### src/rtl/led_ctrl.sv
// -----------------------------------------------------------------------------
// led_ctrl
//
// LED driver that sits between the board switch/LED pins and the top level.
// Every switch passes through a two-flop synchroniser and a shared debouncer.
// The accepted (stable) switch vector drives the LED bank in one of four
// display modes selected by the quasi-static mode pins:
//   00 pass     : led = stable
//   01 blink    : led = stable gated by a free-running phase bit
//   10 marquee  : rotating pattern loaded from stable on mode entry
//   11 counter  : free-running binary counter cleared on mode entry
// Blink, marquee and counter all advance on a shared prescaler tick.
//
// Parameters
//   WIDTH      number of switches / LEDs (at least 2 so the marquee can rotate)
//   DB_CYCLES  cycles a changed switch vector must hold before acceptance (>= 2)
//   TICK_DIV   clock cycles per display tick (>= 2)
//
// Ports
//   clk     in   1      board clock, rising edge
//   rst_n   in   1      asynchronous active-low reset
//   switch  in   WIDTH  raw switch levels (asynchronous, bouncy)
//   mode    in   2      display mode select (asynchronous, quasi-static)
//   led     out  WIDTH  registered LED drive, bit i lights LED i
// -----------------------------------------------------------------------------
module led_ctrl #(
  parameter int WIDTH     = 8,
  parameter int DB_CYCLES = 500000,
  parameter int TICK_DIV  = 5000000
) (
  input  logic             clk,
  input  logic             rst_n,
  input  logic [WIDTH-1:0] switch,
  input  logic [1:0]       mode,
  output logic [WIDTH-1:0] led
);

  typedef enum logic [1:0] {
    MODE_PASS    = 2'b00,
    MODE_BLINK   = 2'b01,
    MODE_MARQUEE = 2'b10,
    MODE_COUNTER = 2'b11
  } mode_e;

  localparam int DBW = (DB_CYCLES > 1) ? $clog2(DB_CYCLES) : 1;
  localparam int PCW = (TICK_DIV  > 1) ? $clog2(TICK_DIV)  : 1;

  localparam logic [DBW-1:0] DB_LAST  = DBW'(DB_CYCLES - 1);
  localparam logic [PCW-1:0] PRE_LAST = PCW'(TICK_DIV - 1);
  localparam logic [WIDTH-1:0] ONE_HOT0 = {{(WIDTH-1){1'b0}}, 1'b1};

  // ---------------------------------------------------------------------------
  // Input synchronisers
  // ---------------------------------------------------------------------------
  logic [WIDTH-1:0] switch_m;   // first (metastable) stage
  logic [WIDTH-1:0] s;          // synchronised switches
  logic [WIDTH-1:0] s_d;        // s delayed one cycle, used to spot bounce
  logic [1:0]       mode_m;     // first (metastable) stage
  mode_e            mode_s;     // synchronised mode
  mode_e            mode_q;     // mode_s delayed one cycle, for entry detect

  // NOTE: every register uses <= so all flops sample pre-edge values together;
  // a blocking = here would let s_d see the new s and collapse the pipeline.
  always_ff @(posedge clk or negedge rst_n) begin
    if (!rst_n) begin
      switch_m <= '0;
      s        <= '0;
      s_d      <= '0;
      mode_m   <= 2'b00;
      mode_s   <= MODE_PASS;
      mode_q   <= MODE_PASS;
    end else begin
      switch_m <= switch;
      s        <= switch_m;
      s_d      <= s;
      mode_m   <= mode;
      mode_s   <= mode_e'(mode_m);
      mode_q   <= mode_s;
    end
  end

  // ---------------------------------------------------------------------------
  // Debouncer: one counter shared by all bits. Any movement of s restarts the
  // count, and a vector equal to the accepted one keeps the counter idle.
  // ---------------------------------------------------------------------------
  logic [DBW-1:0]   db_cnt, db_cnt_nxt;
  logic [WIDTH-1:0] stable, stable_nxt;

  // NOTE: each always_comb assigns every output a default first, so no path
  // through the if/else chain can leave a value unassigned and infer a latch.
  always_comb begin
    db_cnt_nxt = db_cnt;
    stable_nxt = stable;
    if (s != s_d) begin
      db_cnt_nxt = '0;
    end else if (s == stable) begin
      db_cnt_nxt = '0;
    end else if (db_cnt == DB_LAST) begin
      stable_nxt = s;
      db_cnt_nxt = '0;
    end else begin
      db_cnt_nxt = db_cnt + DBW'(1);
    end
  end

  always_ff @(posedge clk or negedge rst_n) begin
    if (!rst_n) begin
      db_cnt <= '0;
      stable <= '0;
    end else begin
      db_cnt <= db_cnt_nxt;
      stable <= stable_nxt;
    end
  end

  // ---------------------------------------------------------------------------
  // Prescaler: free-running, never cleared by mode changes, so display rate
  // stays constant regardless of how often the user flips the mode pins.
  // ---------------------------------------------------------------------------
  logic [PCW-1:0] pre_cnt, pre_cnt_nxt;
  logic           tick;

  assign tick = (pre_cnt == PRE_LAST);

  always_comb begin
    pre_cnt_nxt = pre_cnt + PCW'(1);
    if (tick) begin
      pre_cnt_nxt = '0;
    end
  end

  always_ff @(posedge clk or negedge rst_n) begin
    if (!rst_n) begin
      pre_cnt <= '0;
    end else begin
      pre_cnt <= pre_cnt_nxt;
    end
  end

  // ---------------------------------------------------------------------------
  // Display state: blink phase, marquee pattern and counter.
  // ---------------------------------------------------------------------------
  logic             entry;
  logic             phase, phase_nxt;
  logic [WIDTH-1:0] pat, pat_nxt;
  logic [WIDTH-1:0] ctr, ctr_nxt;

  // Mode entry is seen one cycle after mode_s moves; this also covers a reset
  // release with the mode pins already at marquee or counter.
  assign entry = (mode_s != mode_q);

  always_comb begin
    // Phase runs in every mode so blink timing is independent of mode history.
    phase_nxt = phase ^ tick;

    pat_nxt = pat;
    if (mode_s == MODE_MARQUEE) begin
      if (entry) begin
        // An all-dark pattern would rotate invisibly; seed a single LED.
        pat_nxt = (stable == '0) ? ONE_HOT0 : stable;
      end else if (tick) begin
        pat_nxt = {pat[WIDTH-2:0], pat[WIDTH-1]};
      end
    end

    ctr_nxt = ctr;
    if (mode_s == MODE_COUNTER) begin
      if (entry) begin
        ctr_nxt = '0;
      end else if (tick) begin
        ctr_nxt = ctr + WIDTH'(1);
      end
    end
  end

  always_ff @(posedge clk or negedge rst_n) begin
    if (!rst_n) begin
      phase <= 1'b0;
      pat   <= '0;
      ctr   <= '0;
    end else begin
      phase <= phase_nxt;
      pat   <= pat_nxt;
      ctr   <= ctr_nxt;
    end
  end

  // ---------------------------------------------------------------------------
  // Output register, selected by the current synchronised mode.
  // ---------------------------------------------------------------------------
  logic [WIDTH-1:0] led_nxt;

  always_comb begin
    led_nxt = '0;
    unique case (mode_s)
      MODE_PASS:    led_nxt = stable;
      MODE_BLINK:   led_nxt = phase ? stable : '0;
      MODE_MARQUEE: led_nxt = pat;
      MODE_COUNTER: led_nxt = ctr;
      default:      led_nxt = '0;
    endcase
  end

  always_ff @(posedge clk or negedge rst_n) begin
    if (!rst_n) begin
      led <= '0;
    end else begin
      led <= led_nxt;
    end
  end

endmodule

### config.mk
export PLATFORM = sky130hd
export DESIGN_NAME = led_ctrl
export DESIGN_NICKNAME = d
export VERILOG_FILES = /design/src/rtl/led_ctrl.sv
export SDC_FILE = /design/constraint.sdc
export NUM_CORES = 1
export LEC_CHECK = 0
export CORE_MARGIN = 1.5
export CORE_UTILIZATION = 50
export DETAILED_ROUTE_END_ITERATION = 10
export GPL_ROUTABILITY_DRIVEN = 0
export GPL_TIMING_DRIVEN = 1
export PLACE_DENSITY = 0.73
export SLEW_MARGIN = 10
export SYNTH_ARGS = -nofsm -noshare
export SYNTH_HDL_FRONTEND = slang
export SYNTH_SLANG_ARGS = --single-unit
### constraint.sdc
create_clock -name clk -period 2.4 [get_ports clk]
set_input_delay 0.36 -clock clk [delete_from_list [all_inputs] [get_ports clk]]
set_output_delay 0.36 -clock clk [all_outputs]
set_load 0.02 [all_outputs]
== After elaboration in Yosys (flattened, before gate mapping) ==
Cells that the tools add are included.
Widths: inputs -> output; s select.

* Bits in registers: 105
* Bits in latches: 0
* Bits in writable memories: 0
* ROM bits: 0
* Input bits: 12
* Output and inout bits: 8
* Logic and storage cells: 44
* Memories kept: 0

* $add $sub $neg: 3
* $mul: 0
* Div/mod/pow operators: 0
* Magnitude comparators: 0
* Eq/ne operators: 8
* Shift operators: 0
* Multiplexer cells: 11
* Bitwise operators: 3
* Reduce and logical (&&, ||, !) cells: 6

{| class="wikitable"
|+ Operators with widths
! operator !! number
|-
| $mux 19 || 3
|-
| $mux 8 || 6
|-
| $pmux 8 s4 || 1
|-
| $add 23x1->23 const B || 1
|-
| $eq 23x23->1 const B || 1
|-
| $mux 23 || 1
|-
| $add 19x1->19 const B || 1
|-
| $eq 19x19->1 const B || 1
|-
| $add 8x1->8 const B || 1
|-
| $eq 8x8->1 || 1
|-
| $logic_not 8->1 || 1
|-
| $ne 8x8->1 || 1
|-
| $eq 2x2->1 const B || 2
|-
| $reduce_and 2->1 || 2
|-
| $reduce_and 3->1 || 1
|-
| $eq 2x1->1 const B || 1
|-
| $logic_not 2->1 || 1
|-
| $ne 2x2->1 || 1
|-
| $not 1->1 || 2
|-
| $reduce_bool 2->1 || 1
|-
| $xor 1x1->1 || 1
|}

== Logic depth before layout (Yosys ltp) ==
Gate-level depths: netlist of the first run.

* Word-level depth: 4
* Mapped depth: 8
* Gate-level depth less buffers: 6

== Least setup slack after synthesis of the first run ==
OpenSTA, ideal clock, no wires.

* Kind: register to register
* From: reg db_cnt[14]
* To: reg stable[0]
* Library setup time: 125 ps
* Arrival: 1825 ps
* Required time: 2275 ps
* Slack: 451 ps
* Cell stages (with the launch flop): 6
* Path buffers: 0
* Clock period less this slack: 1949 ps
* Cell sequence: dfrtp_1 -> or4_1 -> nor3_1 -> nand4_1 -> nor2_2 -> mux2_2

* Cells in the longest elaborated chain, start to end: 2

{| class="wikitable"
|+ Ends and longest elaborated chain
! element !! RTL line !! RTL
|-
| start, declared || 86 || <nowiki>logic [DBW-1:0] db_cnt, db_cnt_nxt;</nowiki>
|-
| start signal, assigned || 111 || <nowiki>db_cnt <= db_cnt_nxt;</nowiki>
|-
| $eq 19x19->1 || 98 || <nowiki>end else if (db_cnt == DB_LAST) begin</nowiki>
|-
| $reduce_and 3->1 (no line) || -- ||
|-
| end signal, assigned || 112 || <nowiki>stable <= stable_nxt;</nowiki>
|-
| end, declared || 87 || <nowiki>logic [WIDTH-1:0] stable, stable_nxt;</nowiki>
|}

Every way passes these cells.
A chain may end at the register's enable or synchronous reset.

== Final worst setup path of the first run ==
* From: reg pre_cnt[0]
* To: reg pat[6]

* Cells in the longest elaborated chain, start to end: 3

{| class="wikitable"
|+ Ends and longest elaborated chain
! element !! RTL line !! RTL
|-
| start, declared || 120 || <nowiki>logic [PCW-1:0] pre_cnt, pre_cnt_nxt;</nowiki>
|-
| start signal, assigned || 136 || <nowiki>pre_cnt <= pre_cnt_nxt;</nowiki>
|-
| $eq 23x23->1 || 123 || <nowiki>assign tick = (pre_cnt == PRE_LAST);</nowiki>
|-
| $reduce_bool 2->1 (no line) || -- ||
|-
| $reduce_and 2->1 (no line) || -- ||
|-
| end signal, assigned || 183 || <nowiki>pat <= pat_nxt;</nowiki>
|-
| end, declared || 145 || <nowiki>logic [WIDTH-1:0] pat, pat_nxt;</nowiki>
|}

Every way passes these cells.

==> results.md, run 1 <==
Synthesis:
- The number of register bits inferred by synthesis is between 100 and 150.
- When the netlist entered floorplanning its net count stood at 428.
- The number of enable-type register cells in the synthesized netlist is 0.
- Counting distinct cell types in the post-synthesis netlist gives 50.
- During synthesis, Yosys emitted a total of 0 warnings.
- The fraction of registers with async set or reset after synthesis is between 90% and 100%.
- Synthesis produced a netlist whose cell count is approximately 410.
- The most frequently used flop master after synthesis is dfrtp_1.
- Sequential cells were found to cover roughly 57% of the synthesized design area.
- The mean instance size in the synthesized netlist is approximately 11 sq um.
- Summing every instance area after synthesis gives 4610 sq um.

Timing:
- On the final layout, the worst clock skew is roughly 0.017 ns.
- The share of the cycle needed by the critical path after routing is 91.7%.
- Setup violations remaining at the end of the flow were counted as 0.
- The clock period minus worst slack is 2.20 ns.
- The final max-slew violation count is 0.
- Setup repair after global routing left no endpoint under its margin.
- The transition at the pin with the smallest max-transition slack is just under 0.7 ns.
- Static timing analysis puts the maximum clock frequency at 454 MHz.
- The worst slew slack as a fraction of its limit is between 50% and 60%.
- The final count of hold timing violations was 0.
- In the final timing run, aggregate negative setup slack is 0 ns.

Hold path:
- The type of the worst min-delay path is reg -> reg.

Finish:
- 0 antenna diodes ended up in the layout.
- The number of filler cells placed in the layout is around 740.
- The area growth from synthesis to layout is 12.0%.
- The net count of the finished layout is about 450.
- The final standard cell count with taps included and fillers excluded is about 550.
- The final standard cell utilization of the core is between 50% and 60%.
- In the final layout, the share of cells above drive strength 1 is under 10%.

Global route:
- The initial antenna violation count is 0.
- The via count of the first global-routing pass is 3214.
- After global routing the overflow that remains totals 0.
- Global routing consumed, over all layers together, between 15 and 20% of the routing resources.
- The first global-routing pass estimated about 16 mm of wire.
- Entering global routing, the biggest net connects 52 pins.

Power:
- The maximum VDD drop is approximately 0.48 mV.
- The cell leakage power is 2.20 nW.
- The total power per unit cell area is 619 nW/um^2.

Place:
- Buffers placed on the I/O ports in this run total 19.
- The detailed-placement wirelength estimate is just under 6 mm.
- Including well taps, the total number of placed cells is around 530.

Clock tree:
- The clock latency on the worst-skew pair is approximately 0.38 ns.
- In this run, CTS created clock tree buffers numbering 9.
- The root cell of the clock tree is clkbuf_8.
- TritonCTS built the clock tree.
- After clock tree synthesis, the clock-pin slew on the worst setup and hold paths is 0.12 ns.
- The tree built by TritonCTS fans out to about 110 sinks.
- The clock tree synthesis step divided the H-tree into 3 levels.
- The maximum clock insertion buffer count is 2.

Routing:
- The first-iteration detailed-routing DRC count is 217.
- The post-detailed-route wirelength per cell is between 15 and 20 um.
- The number of vias per cell is 5.67.
- The first detailed-routing pass ran for 4 iterations.
- The count of nets left with antenna violations once routing finished came out at 0.
- For this block, the via count after detailed routing is around 3100.
- The number of remaining DRC errors is 0.
- The total detailed-routing wirelength is about 8.8 mm.

Die:
- The area of the die is 9810 sq um.
- The number of ports placed on the die boundary is 20.
- Row generation in the floorplan step produced 34 rows.
- The die boundary width is around 99 um.
- The floorplan step set the die height to roughly 99 um.
- The area inside the core boundary is 8850 sq um.
- The initial utilization of the core area, before any placement, comes to around 52%.

Setup path:
- The critical path data required time is approximately 2.7 ns.
- Of all nets on the critical path, the largest fanout is 8.
- The critical path data arrival time is ~2.5 ns.
- STA classifies the critical path startpoint as a flop.
- The kind of end point of the critical path is a flop.
- The critical path is of the reg -> reg type.

Job:
- The number of max-capacitance violations reported is 0.

Status:
- The run finished with clean final reports.
sequential cells by signal (all words and copies together), names as in the netlist:
| signal | cells |
|---|---|
| stable | 8 |
| switch_m | 8 |
| mode_q | 2 |
| db_cnt | 19 |
| pre_cnt | 23 |
| ctr | 8 |
| pat | 8 |
| phase | 1 |
| s_d | 8 |
| mode_s | 2 |
| mode_m | 2 |
| s | 8 |
| led | 8 |
report_power, final:
part | switching, W | internal (W)
Combinational | 0.000113 | 0.0000894
Sequential | 0.0000428 | 0.00182
Clock | 0.000705 | 0.000426
repair_timing:
item                      in CTS  in global routing
buffers inserted               0                  0
hold buffers                   1                  0
hold endpoints to repair      26                  0
gates resized for setup        0                  0
cells by family after synthesis:
family,Yosys count,synth area share [%]
compound gates,48,7.49
xor+xnor,57,10.8
fa+ha+maj,3,0.814
buf+inv,19,1.76
flops,105,57.0
mux,17,3.93
simple gates,164,18.2
critical path: stages, from the launching register on:
cell and delay [ns]:
dfrtp_1 0.42, ha_1 0.24, and4_1 0.34, nand2_1 0.14, or4_4 0.54, a21oi_4 0.28, o22a_1 0.19
layer usage:
layer / up-vias / track usage [%] / wire [um] / part of all wire, %
li1: 1499 / - / - / -
met1: 1526 / 27.6 / 4070 / 46
met2: 77 / 31.9 / 4260 / 48
met3: 12 / 3.62 / 371 / 4.2
met4: 0 / 6.93 / 125 / 1.4
met5: - / 0 / 0 / 0
final timing paths:
kind	depth (start not counted)	endpoint	slack [ns]	start
setup / recovery	6	pat[6]	0.20	pre_cnt[0]
hold / removal	0	s[3]	0.36	switch_m[3]
setup reg to reg	6	pat[6]	0.20	pre_cnt[0]
hold reg to reg	0	s[3]	0.36	switch_m[3]
max in group asynchronous	3	pre_cnt[1]	1.27	rst_n
min in group asynchronous	2	led[2]	0.44	rst_n
area by class of cell:
cell class	instances	area, sq um	area share [%]
Sequential cell	105	2630	50.8
Multi-Input combinational cell	289	1900	36.9
Timing Repair Buffer	27	263	5.08
Tap cell	108	135	2.62
Clock buffer	9	124	2.40
Clock inverter	7	98.8	1.91
Inverter	4	15.0	0.291
Yosys cell counts (2+ instances only):
master | n | area share, %
inv_1 | 4 | 0.33
o22ai_1 | 8 | 1.1
nand3_1 | 14 | 1.5
and3_1 | 5 | 0.68
xnor2_1 | 29 | 5.5
nor4_1 | 5 | 0.68
mux2_2 | 9 | 2.2
or3_1 | 2 | 0.27
or3b_2 | 3 | 0.57
ha_1 | 3 | 0.81
dfrtp_1 | 105 | 57
nor3_1 | 9 | 0.98
o22a_1 | 8 | 1.5
clkbuf_1 | 8 | 0.65
nor4b_1 | 5 | 0.95
or4_1 | 2 | 0.33
buf_2 | 4 | 0.43
nand2b_1 | 2 | 0.27
o221ai_1 | 2 | 0.38
nand4_1 | 15 | 2.0
and2_1 | 5 | 0.68
and4_1 | 2 | 0.38
o41ai_1 | 2 | 0.38
a32oi_1 | 2 | 0.38
a21oi_1 | 17 | 1.8
xor2_1 | 28 | 5.3
nor2_1 | 57 | 4.6
mux2i_1 | 8 | 1.7
nand2_1 | 28 | 2.3
o211ai_1 | 2 | 0.33
stage by stage:
step	total power [W]	area, sq um	hold WS (ns)	setup slack [ns]
finish	0.00320	5170	0.361	0.198
global route	0.00333	5170	0.371	0.0375
CTS	0.00324	5170	0.366	0.190
detailed placement	0.00210	4930	0.317	0.251
global placement	0.00209	4930	0.313	0.311
floorplan	0.00200	4610	0.0644	0.451
placed cells by master (no fill, tap or decap), drive strengths merged, types with 5 or more instances in the layout:
| cell | netlist | final |
|---|---|---|
| a21oi | 18 | 18 |
| and2 | 6 | 6 |
| and3 | 6 | 6 |
| buf | 6 | 8 |
| clkbuf | 9 | 9 |
| clkdlybuf4s50 | 0 | 18 |
| clkinv | 0 | 6 |
| dfrtp | 105 | 105 |
| inv | 4 | 5 |
| mux2 | 9 | 9 |
| mux2i | 8 | 8 |
| nand2 | 28 | 28 |
| nand3 | 14 | 14 |
| nand4 | 15 | 15 |
| nor2 | 58 | 58 |
| nor3 | 9 | 9 |
| nor4 | 5 | 5 |
| nor4b | 5 | 5 |
| o22a | 8 | 8 |
| o22ai | 8 | 8 |
| xnor2 | 29 | 29 |
| xor2 | 28 | 28 |
Power figures use the tool's default switching activity.
==> inputs of run 2 (changes only) <==
Settings changed: CORE_ASPECT_RATIO set to 1.75.
==> results.md, run 2 (synthesized netlist as in run 1, its figures left out) <==
Job:
- The number of max-capacitance violations reported is 0 (unchanged).

Clock tree:
- The clock latency on the worst-skew pair is 0.35 ns (-0.03 ns).
- The clock transition at the registers of the reported paths is 0.07 ns (-0.05 ns).
- The number of post-CTS setup repair buffers is 0 (unchanged).
- The number of H-tree levels was 3 (unchanged).
- The hold buffer count at CTS is 0 (-1).
- The clock sink total is 105 (unchanged).
- TritonCTS built the clock tree.
- The number of buffers inserted during clock tree synthesis is 9 (unchanged).
- The maximum clock insertion buffer count is 2 (unchanged).
- The root cell of the clock tree is clkbuf_16.

Routing:
- The detailed-routing iteration count for the pre-antenna-repair pass is 4 (unchanged).
- The total detailed-routing wirelength is 9.19 mm (+4.0%).
- The number of remaining DRC errors is 0 (unchanged).
- The number of routed nets with antenna violations is 0 (unchanged).
- The first-iteration detailed-routing DRC count is 209 (-3.7%).
- The total number of vias came to 3149 (+1.1%).
- The number of vias per cell is 5.63 (-0.69%).
- The post-detailed-route wirelength per cell was 16.4 um (+2.1%).

Timing:
- The worst slew slack as a fraction of its limit came to 55.5% (+1.7 points).
- The maximum frequency from static timing analysis is 461 MHz (+1.4%).
- The share of the cycle needed by the critical path after routing was 90.4% (-1.3 points).
- The setup clock skew after layout is 0.00806 ns (-0.00873 ns).
- The total setup violations reported at the end of the flow is 0 (unchanged).
- Setup repair after global routing left no endpoint under its margin.
- The transition at the pin with the smallest max-transition slack is 0.667 ns (-0.0257 ns).
- The final max-slew violation count is 0 (unchanged).
- The smallest setup slack after layout is 0.230 ns (+0.0313 ns).
- The post-route setup TNS came to 0 ns (unchanged).
- The worst hold margin came to 0.0522 ns (-0.309 ns).
- The clock period minus worst slack is 2.17 ns (-0.0313 ns).
- The final count of hold timing violations is 0 (unchanged).

Finish:
- The leading cell type in the layout, fill and taps excluded is dfrtp_1.
- The proportion of layout cells with a drive suffix above 1 came to 9.57% (-0.41 points).
- The number of filler cells placed in the layout was 769 (+4.5%).
- The count of inserted antenna diode cells is 0 (unchanged).
- The largest registers in the layout are pre_cnt: 23 flops, db_cnt: 19 flops.
- The library cells used most frequently in the layout, excluding fill and tap cells, are dfrtp_1 (105), nor2_1 (57), xnor2_1 (29), nand2_1 (28), xor2_1 (28).
- The final standard cell utilization of the core was 58.1% (-0.33 points).
- The net count of the finished layout is 449 (-0.44%).
- The area taken by flip-flops and latches was 2630 sq um (unchanged).
- The area overhead of the layout relative to synthesis is 13.8%.
- pre_cnt holds more flip-flops than any other register.
- The multi-input combinational cell area is 1910 sq um (+0.33%).
- The flip-flop count of the largest register, all copies and words added was 23 (unchanged).

Setup path:
- The reg2reg setup slack is 0.23 ns (+0.03 ns).
- The largest stage delay on the critical path is 0.53 ns (about the same).
- The sum of buffers and inverters on the critical path came to 0 (unchanged).
- The kind of cell with the highest combined delay along the critical path is simple AND/OR/NAND/NOR gates.
- The critical path data required time is 2.69 ns (-0.03 ns).
- The kind of end point of the critical path is a flop.
- The maximum fanout encountered on the critical timing path is 8 (unchanged).
- The type of the setup path with the least slack is reg -> reg.
- The critical path data arrival time came to 2.46 ns (-0.06 ns).
- STA classifies the critical path startpoint as a flop.
- The slowest cell on the critical path is or4_4.
- The critical path goes through ha_1 -> and4_1 -> nand2_1 -> or4_4 -> a21oi_4 -> o22a_1.

Die:
- The starting density of the core was 51.1% (-1.1 points).
- The area of the die is 9830 sq um (+0.23%).
- The number of ports placed on the die boundary is 20 (unchanged).
- The die height was 130 um (+31%).
- The area inside the core boundary is 9040 sq um (+2.1%).
- The site row count came to 46 (+35%).
- The die boundary width is 75.6 um (-24%).

Global route:
- The wire length of the first global-routing pass is 15.2 mm (-2.0%).
- The total congestion overflow came to 0 (unchanged).
- The via count of the first global-routing pass is 3183 (-0.96%).
- The initial antenna violation count is 0 (unchanged).
- The pin count of the biggest net entering global routing was 106 (+100%).
- The total routing resource utilization after global routing is 20.7% (+0.79 points).

Power:
- The cell leakage power is 2.21 nW (+0.83%).
- The total power per unit cell area is 673 nW/um^2 (+8.7%).
- The switching share of power came to 22.2% (-4.8 points).
- The net load switching power came to 0.000782 W (-9.1%).
- The internal power came to 0.00275 W (+18%).
- The maximum VDD drop is 0.454 mV (-4.9%).
- The fraction of power consumed by the clock network is 41.4% (+6.0 points).
- The share of total power in sequential cells is 52.8% (-5.5 points).
- The combinational cell fraction of total power was 5.8% (-0.5 points).

Status:
- The flow ran to the end, and the final reports show no timing, DRC or antenna violations.

Hold path:
- The type of the worst min-delay path is in -> async.

Place:
- The pre-CTS worst setup slack is 0.212 ns (-0.0391 ns).
- The detailed-placement wirelength estimate is 6.29 mm (+5.3%).
- The count of port buffers added during placement is 19 (unchanged).
-- run 2: cell count changes in the layout (fill, tap and decap cells not counted) --
cell and delta:
clkbuf_16 +9, clkbuf_1 +2, dlygate4sd3_1 -1, buf_4 -1, clkinv_4 -1, nor4_2 +1, nor4_1 -1, clkbuf_8 -8
clkinv_8 -5, clkinvlp_4 +3, bufinv_16 +1, inv_6 -1
-- run 2: worst paths after layout --
check                       startpoint   endpoint  cells past startpoint
min                              rst_n       s[2]                      2
max                         pre_cnt[0]     pat[6]                      6
min reg2reg                switch_m[3]       s[3]                      0
min in group clk           switch_m[3]       s[3]                      0
max reg2reg                 pre_cnt[0]     pat[6]                      6
max in group asynchronous        rst_n  db_cnt[3]                      2
-- run 2: metrics by stage --
stage	instance area [sq um]	cells	total power [W]
global route	5250	559	0.00366
finish	5250	559	0.00353
global placement	4940	543	0.00210
CTS	5240	559	0.00358
detailed placement	4940	543	0.00211
floorplan	4610	413	0.00200
-- run 2: cell type report --
| class | count | share of cell area [%] |
|---|---|---|
| inverters | 4 | 0.286 |
| flip-flops and latches | 105 | 50.1 |
| multi-input cells | 289 | 36.4 |
| clock inverters | 4 | 1.00 |
| clock buffers | 12 | 4.70 |
| repair buffers | 25 | 4.67 |
| well taps | 120 | 2.86 |
-- run 2: what timing repair did --
action                                 CTS  global route
endpoints found under the hold margin    0             0
resized for setup                        0             1
setup endpoints to repair                0             6
-- run 2: power groups by stage --
stage | Sequential, W | Combinational, W | Clock (W)
floorplan | 0.00190 | 0.0000992 | 0
global placement | 0.00190 | 0.000199 | 0
detailed placement | 0.00190 | 0.000205 | 0
CTS | 0.00187 | 0.000206 | 0.00150
global route | 0.00187 | 0.000227 | 0.00156
finish | 0.00187 | 0.000204 | 0.00146
-- run 2: per-layer routing --
metal  wire length [um]  vias to the layer above  global-route usage, %
li1                   -                     1501                      -
met3                219                       18                   4.56
met1               3650                     1581                   23.8
met2               5060                       49                   35.7
met5                  0                        -                      0
met4                260                        0                   9.77
==> inputs of run 3 (changes only) <==
Settings changed: HOLD_SLACK_MARGIN set to 0.03.
==> results of run 3 <==
Final layout, timing and power as in run 2 (identical DEF).
